**config.mk**
```make
export PLATFORM = sky130hd
export DESIGN_NAME = ddr_port0_pixel_writer
export DESIGN_NICKNAME = d
export VERILOG_FILES = /design/src/rtl/ddr_port0_pixel_writer.sv
export SDC_FILE = /design/constraint.sdc
export NUM_CORES = 1
export LEC_CHECK = 0
export BUFFER_PORTS_ARGS = -buffer_cell sky130_fd_sc_hd__buf_2
export CORE_MARGIN = 5
export CORE_UTILIZATION = 31
export DETAILED_ROUTE_END_ITERATION = 8
export PLACE_DENSITY = 0.6
export SETUP_SLACK_MARGIN = 0.15
export SLEW_MARGIN = 20
export SYNTH_ARGS = -nofsm -noshare
export SYNTH_HDL_FRONTEND = slang
export SYNTH_SLANG_ARGS = --single-unit
```
**constraint.sdc**
```tcl
create_clock -name clk -period 6.14 [get_ports clk]
set_input_delay 0.614 -clock clk [delete_from_list [all_inputs] [get_ports clk]]
set_output_delay 0.614 -clock clk [all_outputs]
set_load 0.05 [all_outputs]
```
**src/rtl/ddr_port0_pixel_writer.sv**
```systemverilog
// Write-side DDR port 0 controller: packs raster pixels into MIG write bursts of up to
// BURST_WORDS words, commands each burst and waits for the MIG to drain it.
`timescale 1ns/1ps

module ddr_port0_pixel_writer #(
    parameter int unsigned BURST_WORDS = 64,
    parameter logic [29:0] BASE_ADDR   = 30'd0
) (
    input  logic        clk,
    input  logic        reset,
    input  logic        mem_calib_done,
    input  logic [20:0] total_pixels,
    input  logic [31:0] pix_data,
    input  logic        pix_valid,
    output logic        pix_ready,
    input  logic        wr_full,
    input  logic        wr_empty,
    input  logic        cmd_full,
    output logic        wr_en,
    output logic [31:0] wr_data,
    output logic [3:0]  wr_mask,
    output logic        cmd_en,
    output logic [2:0]  cmd_instr,
    output logic [5:0]  cmd_bl,
    output logic [29:0] cmd_byte_addr,
    output logic        frame_done,
    output logic [20:0] pointer
);

    typedef enum logic [1:0] {
        CAL,
        FILL,
        CMD,
        DRAIN
    } state_t;

    localparam logic [6:0]  BURST_LEN_MAX = 7'(BURST_WORDS);
    localparam logic [20:0] BURST_WIDE    = 21'(BURST_WORDS);

    state_t      state;
    logic        calib_meta;
    logic        calib_sync;
    logic [20:0] frame_px;
    logic [20:0] burst_base;
    logic [20:0] remaining;
    logic [20:0] burst_end;
    logic [6:0]  burst_cnt;
    logic [6:0]  burst_len;

    always_ff @(posedge clk or posedge reset) begin
        if (reset) begin
            calib_meta <= 1'b0;
            calib_sync <= 1'b0;
        end else begin
            calib_meta <= mem_calib_done;
            calib_sync <= calib_meta;
        end
    end

    // Final burst of a frame is truncated to whatever pixels remain.
    always_comb begin
        remaining = frame_px - burst_base;
        burst_len = (remaining >= BURST_WIDE) ? BURST_LEN_MAX : remaining[6:0];
        burst_end = burst_base + 21'(burst_len);
    end

    assign pix_ready = (state == FILL) && !wr_full && (burst_cnt < burst_len);
    assign wr_en     = pix_valid && pix_ready;
    assign wr_data   = pix_data;
    assign wr_mask   = '0;
    assign cmd_instr = 3'b000;

    always_ff @(posedge clk or posedge reset) begin
        if (reset) begin
            state         <= CAL;
            frame_px      <= '0;
            burst_base    <= '0;
            burst_cnt     <= '0;
            pointer       <= '0;
            cmd_en        <= 1'b0;
            cmd_bl        <= '0;
            cmd_byte_addr <= '0;
            frame_done    <= 1'b0;
        end else begin
            cmd_en     <= 1'b0;
            frame_done <= 1'b0;
            case (state)
                CAL: begin
                    if (calib_sync) begin
                        frame_px   <= total_pixels;
                        burst_base <= '0;
                        state      <= FILL;
                    end
                end
                FILL: begin
                    if (burst_cnt == burst_len) begin
                        state <= CMD;
                    end else if (wr_en) begin
                        burst_cnt <= burst_cnt + 7'd1;
                        pointer   <= pointer + 21'd1;
                    end
                end
                CMD: begin
                    if (!cmd_full) begin
                        cmd_en        <= 1'b1;
                        cmd_bl        <= 6'(burst_len - 7'd1);
                        cmd_byte_addr <= BASE_ADDR + {7'd0, burst_base, 2'b00};
                        state         <= DRAIN;
                    end
                end
                DRAIN: begin
                    if (wr_empty) begin
                        burst_cnt <= '0;
                        state     <= FILL;
                        if (burst_end == frame_px) begin
                            frame_done <= 1'b1;
                            pointer    <= '0;
                            burst_base <= '0;
                            frame_px   <= total_pixels;
                        end else begin
                            burst_base <= burst_end;
                        end
                    end
                end
                default: state <= CAL;
            endcase
        end
    end

endmodule

```
Yosys cells after proc, flatten, opt, wreduce, memory -nomap -nowiden
Cells that the tools add are included.
- register bits: 103
- output and inout port bits: 100
- eq/ne operators: 12
- bitwise operators: 1
- mux-type cells: 28
- reductions and logical operators: 13
- $add $sub $neg: 5
- $lt $le $gt $ge: 2
- operators with widths (cell ; number):
    21-bit two-way mux ; 10
    21-bit case mux with 2 select lines ; 3
    7-bit two-way mux ; 4
    21-bit by 1-bit adder with 21-bit output (second input constant) ; 1
    21-bit by 7-bit adder with 21-bit output ; 1
    21-bit == test ; 1
    21-bit by 7-bit greater-or-equal comparator with 1-bit output (second input constant) ; 1
    21-bit subtractor ; 1
    7-bit case mux with 2 select lines ; 1
    2-bit inequality test (second input constant) ; 6
    4-bit AND reduction ; 3
    2-bit two-way mux ; 4
    2-bit case mux with 4 select lines ; 1
    7-bit by 1-bit adder with 7-bit output (second input constant) ; 1
    7-bit == test ; 1
    7-bit less-than comparator ; 1
    6-bit by 1-bit subtractor with 6-bit output (second input constant) ; 1
    1-bit two-way mux ; 5
    5-bit AND reduction ; 1
    2-bit == test (second input constant) ; 2
    2-bit nonzero test ; 2
    1-bit logical AND ; 3
    3-bit AND reduction ; 1
    2-bit by 1-bit == test with 1-bit output (second input constant) ; 1
    other kinds (5) ; 5

Depth between registers and ports, before layout
- depth in word-level cells: 9
- mapped depth: 28
- mapped depth without buffers: 24

Worst setup path before layout
No wires, ideal clock.
- path kind: register to register
- start point: register frame_px[4]
- end point: register pointer[20]
- arrival: 6649 ps
- stages on the path, launching flop included: 21
- setup slack: -587 ps
- library setup time: 78 ps
- cell sequence: dfrtp_1 ha_1 and3_1 a211oi_1 a21oi_1 or4_1 a2111oi_0 o211ai_1 nor4_4 nand3_2 or2_2 ha_1 nor2b_1 o21ai_0 a21oi_1 o21ai_0 nand3_1 a21oi_1 nand3_1 or4_1 a21oi_1
- word-level cells in the longest chain between the ends: 8
- elaborated cells on any way between the ends: 13
- classes of those cells: add/sub: 2; order compare: 2; eq/ne: 5; mux: 1; reduce/logical: 3
- ends and longest elaborated chain (what ; line ; text):
    from (decl) ; 43 ; logic [20:0] frame_px;
    from (signal assigned) ; 90 ; frame_px <= total_pixels;
    from (signal assigned) ; 119 ; frame_px <= total_pixels;
    21-bit subtractor * ; 62 ; remaining = frame_px - burst_base;
    21-bit by 7-bit greater-or-equal comparator with 1-bit output ; 63 ; burst_len = (remaining >= BURST_WIDE) ? BURST_LEN_MAX : remaining[6:0];
    7-bit two-way mux * ; 63 ;
    7-bit less-than comparator * ; 67 ; assign pix_ready = (state == FILL) && !wr_full && (burst_cnt < burst_len);
    1-bit logical AND * ; 67 ;
    net pix_ready ; 15 ; output logic pix_ready,
    1-bit logical AND * ; 68 ; assign wr_en = pix_valid && pix_ready;
    2-bit inequality test (no source line) * ; - ;
    5-bit AND reduction (no source line) * ; - ;
    to (signal assigned) ; 100 ; pointer <= pointer + 21'd1;
    to (decl) ; 27 ; output logic [20:0] pointer
Mark *: on every way through the listed nets, which the timed path passes. The rest lies on a longest branch.
A chain may end at the register's enable or synchronous reset.

Worst setup path in the final report
- start point: register burst_base[0]
- end point: register pointer[8]
- word-level cells in the longest chain between the ends: 8
- elaborated cells on any way between the ends: 13
- classes of those cells: add/sub: 2; order compare: 2; eq/ne: 5; mux: 1; reduce/logical: 3
- ends and longest elaborated chain (what ; line ; text):
    from (decl) ; 44 ; logic [20:0] burst_base;
    from (signal assigned) ; 121 ; burst_base <= burst_end;
    branches (longest 7 deep; another with 21-bit subtractor) ; - ;
    5-bit AND reduction (no source line) * ; - ;
Every way passes the cells marked *.

==> metrics <==
pre-CTS WS -100.1 ps; Clock Path Buffers 2; most frequent cells in the layout dfrtp_1 (103), buf_4 (92), nand2_1 (89); Peak VDD IR 0.2062 mV; largest net degree at the start of global routing 57; Die H 166.9 µm; area of the multi-input gates 4888 µm²; Startpoint Class flop; status finished with violations; Antenna Cells 0; fmax 0.1596 GHz; failing checks setup timing; Final period util 1.020; worst-skew pair later-pin latency 370 ps; async set-reset flop share out of synthesis 1.000; number of synthesized flops with an enable pin 0; WL final about 24,000 µm; vias in the first global route 6,700; Hold Crit Class in2async; WL per Instance ~18 µm; Seq pwr share 0.218; minimum clock period 6264 ps; max_slew headroom 0.5064; Final Worst Setup Slack -124.3 ps; WHS 320.0 ps; DRT Pass-1 Iters 5; Die ar. 27,870 µm²; RSZ-0062 raised after global routing yes; Vias/cell 5.356; flip-flop and latch area 2577 µm²; Root Driver clkbuf_16; Detailed Route Iter0 Violations between 400 and 500; share of cells above drive strength 1 0.3187; synthesized area per cell around 8.6 µm²; # nets final roughly 1,100; H-tree depth 3; Max Slew Vio Count 0; Ys Warns 0; hpwl dp 16,880 µm; CTS clk-pin slew, worst paths 70 ps; Port Buf Inserts 79; prevailing post-synth register cell dfrtp_1; Leakage 4.231 nW; top layer in use met5; ANT nets after route 0; P_sw 2.079 mW; Synth Instances ~890; critical path class reg2reg; number of hold buffers added after CTS 0; WL met1 10,590 µm; Total Routing Usage GR 0.1626; internal power 2.349 mW; Inst Count DP 1,285; clock group share of total power 0.133; metal3 WL about 1600 µm; initial antenna violation count 1; Worst Path Max Fanout 4; Floorplan Core Area 24,320 µm²; worst slew pin tran around 740 ps; Initial Util 0.3140; CTS tree yes; GRT overflow 0; Switching Share 0.4696; placement row count 57; Fin. Hold Viols 0; Via Count 7,230; Arr. time, crit path between 6000 and 7000 ps; Fillers 2,397; Comb power frac 0.649; CP required 6430 ps; P&R area growth vs syn 28.17%; first-pass GRT wire length 36,530 µm; sequential area share after synthesis 0.3375; max cap viols 0; DR WL met2 11,240 µm; commonest non-fill, non-tap cell in the layout dfrtp_1; DRC violations left 0; pwr dens 452.4 nW/µm²; final setup vio count 3; Top Ports 160; RePlAce Congestion 0.9453; clock buffer count from CTS 9; Cell variety after synth 77; CTS sink count 103; chip width 166.9 µm; #FFs+latches synth 103; Synth Cell Area 7636 µm²; Layout Skew 12.32 ps; post-route insts no fill 1,350; Crit. End Element flop
## cells in the mapped netlist, types with 4 or more instances
cell type / n / area (µm²)
o22ai_1: 5 / 31.28
mux2i_1: 11 / 110.1
xnor2_1: 23 / 201.4
nor4_1: 5 / 31.28
o2bb2ai_1: 9 / 78.83
clkbuf_1: 28 / 105.1
mux2_2: 22 / 247.7
nor3_1: 20 / 100.1
buf_2: 10 / 50.05
and2_1: 5 / 31.28
nand3_1: 28 / 140.1
nand4_1: 15 / 93.84
o21bai_1: 9 / 67.56
or4_1: 13 / 97.59
a21o_1: 10 / 75.07
nand2_1: 92 / 345.3
inv_1: 50 / 187.7
nand2b_1: 13 / 81.33
and3_1: 10 / 62.56
o21a_1: 4 / 30.03
or3_1: 8 / 50.05
o211ai_1: 6 / 45.04
nor3b_1: 5 / 37.54
or2_2: 5 / 31.28
nor2_1: 60 / 225.2
nor2b_1: 6 / 37.54
dfrtp_1: 103 / 2577
o21ai_0: 69 / 345.3
ha_1: 42 / 525.5
o31a_1: 4 / 35.03
o31ai_1: 16 / 120.1
a211oi_1: 11 / 82.58
xor2_1: 11 / 96.34
a31oi_1: 8 / 50.05
a21oi_1: 55 / 275.3
buf_4: 48 / 360.4
## metal layers
| layer | GRT usage | vias up |
|---|---|---|
| met5 | 0 | - |
| met4 | 0.05514 | 2 |
| met3 | 0.03792 | 61 |
| met2 | 0.2527 | 282 |
| met1 | 0.2230 | 3479 |
| li1 | - | 3406 |
## critical path, cell delays in order, from the launching register on
cell,delay [ps]
dfrtp_1,410
ha_4,180
fa_2,350
nor2b_2,160
o31a_1,260
o21ai_2,110
mux2_4,330
a2111oi_4,320
o211ai_1,210
nor4_4,250
nand4_1,220
inv_2,140
ha_4,160
inv_4,40
fa_2,410
nand2b_4,170
a21o_1,200
a21o_1,200
or4_1,530
o31a_1,140
a22oi_4,160
a41oi_4,170
buf_12,180
buf_6,110
buf_16,120
or4_1,510
a21oi_1,150
## state kept, by name, summed over array words and instances, names as in the netlist
signal / count
burst_base: 21
burst_cnt: 7
calib_meta: 1
calib_sync: 1
cmd_bl: 6
cmd_byte_addr: 21
cmd_en: 1
frame_done: 1
frame_px: 21
pointer: 21
state: 2
## power by group through the flow
stage          sequential (mW)  clock, mW  combinational, mW
2_1_floorplan             1.04          0               1.57
3_3_place_gp             0.973          0               2.21
3_5_place_dp             0.974          0               2.22
4_1_cts                  0.961      0.604               2.50
5_1_grt                  0.984      0.635               3.07
6_report                 0.967      0.587               2.87
## path summary, 6_finish.rpt
check                              startpoint          end  cells past startpoint  slack, ps
min in group clk                   calib_meta   calib_sync                      0        350
max in group asynchronous               reset  frame_px[8]                      3       4610
worst max-delay path            burst_base[0]   pointer[8]                     26       -120
worst max register to register  burst_base[0]   pointer[8]                     26       -120
worst min-delay path                    reset  pointer[18]                      2        320
worst min register to register     calib_meta   calib_sync                      0        350
## metrics by stage
| step | setup TNS [ps] | total power, mW | instance area, µm² | utilization |
|---|---|---|---|---|
| 2_1_floorplan | 0 | 2.614 | 7732 | - |
| 3_3_place_gp | 0 | 3.183 | 8494 | 0.3493 |
| 3_5_place_dp | -827.1 | 3.195 | 8494 | 0.3493 |
| 4_1_cts | 0 | 4.069 | 9265 | 0.3810 |
| 5_1_grt | -8642 | 4.686 | 9787 | 0.4024 |
| 6_report | -154.5 | 4.428 | 9787 | 0.4024 |
## cell families (layout without fill, tap and decap cells)
group	Yosys count	count (layout)	synth area share
AO/OA/AOI/OAI	240	240	0.2065
XOR/XNOR	34	34	0.03900
adder cells (fa/ha/maj)	44	44	0.07406
buffers and inverters	138	257	0.09405
flip-flops	103	103	0.3375
multiplexers	35	35	0.04981
other	1	16	0.0004911
AND/OR/NAND/NOR	297	297	0.1986
## layout make-up
cell class                      instances  share of cell area
Multi-Input combinational cell        666              0.4995
Sequential cell                       103              0.2634
Tap cell                              324             0.04142
Clock buffer                           11             0.02378
Clock inverter                          5            0.005881
Timing Repair Buffer                  191              0.1461
Inverter                               50             0.01994
## timing repair
| item | CTS | global route |
|---|---|---|
| endpoints found under the setup margin | 52 | 71 |
| resized for setup | 39 | 88 |
| gates cloned | 3 | 3 |
| buffers inserted | 30 | 14 |
| pin swaps | 15 | 42 |
Power figures use the tool's default switching activity.
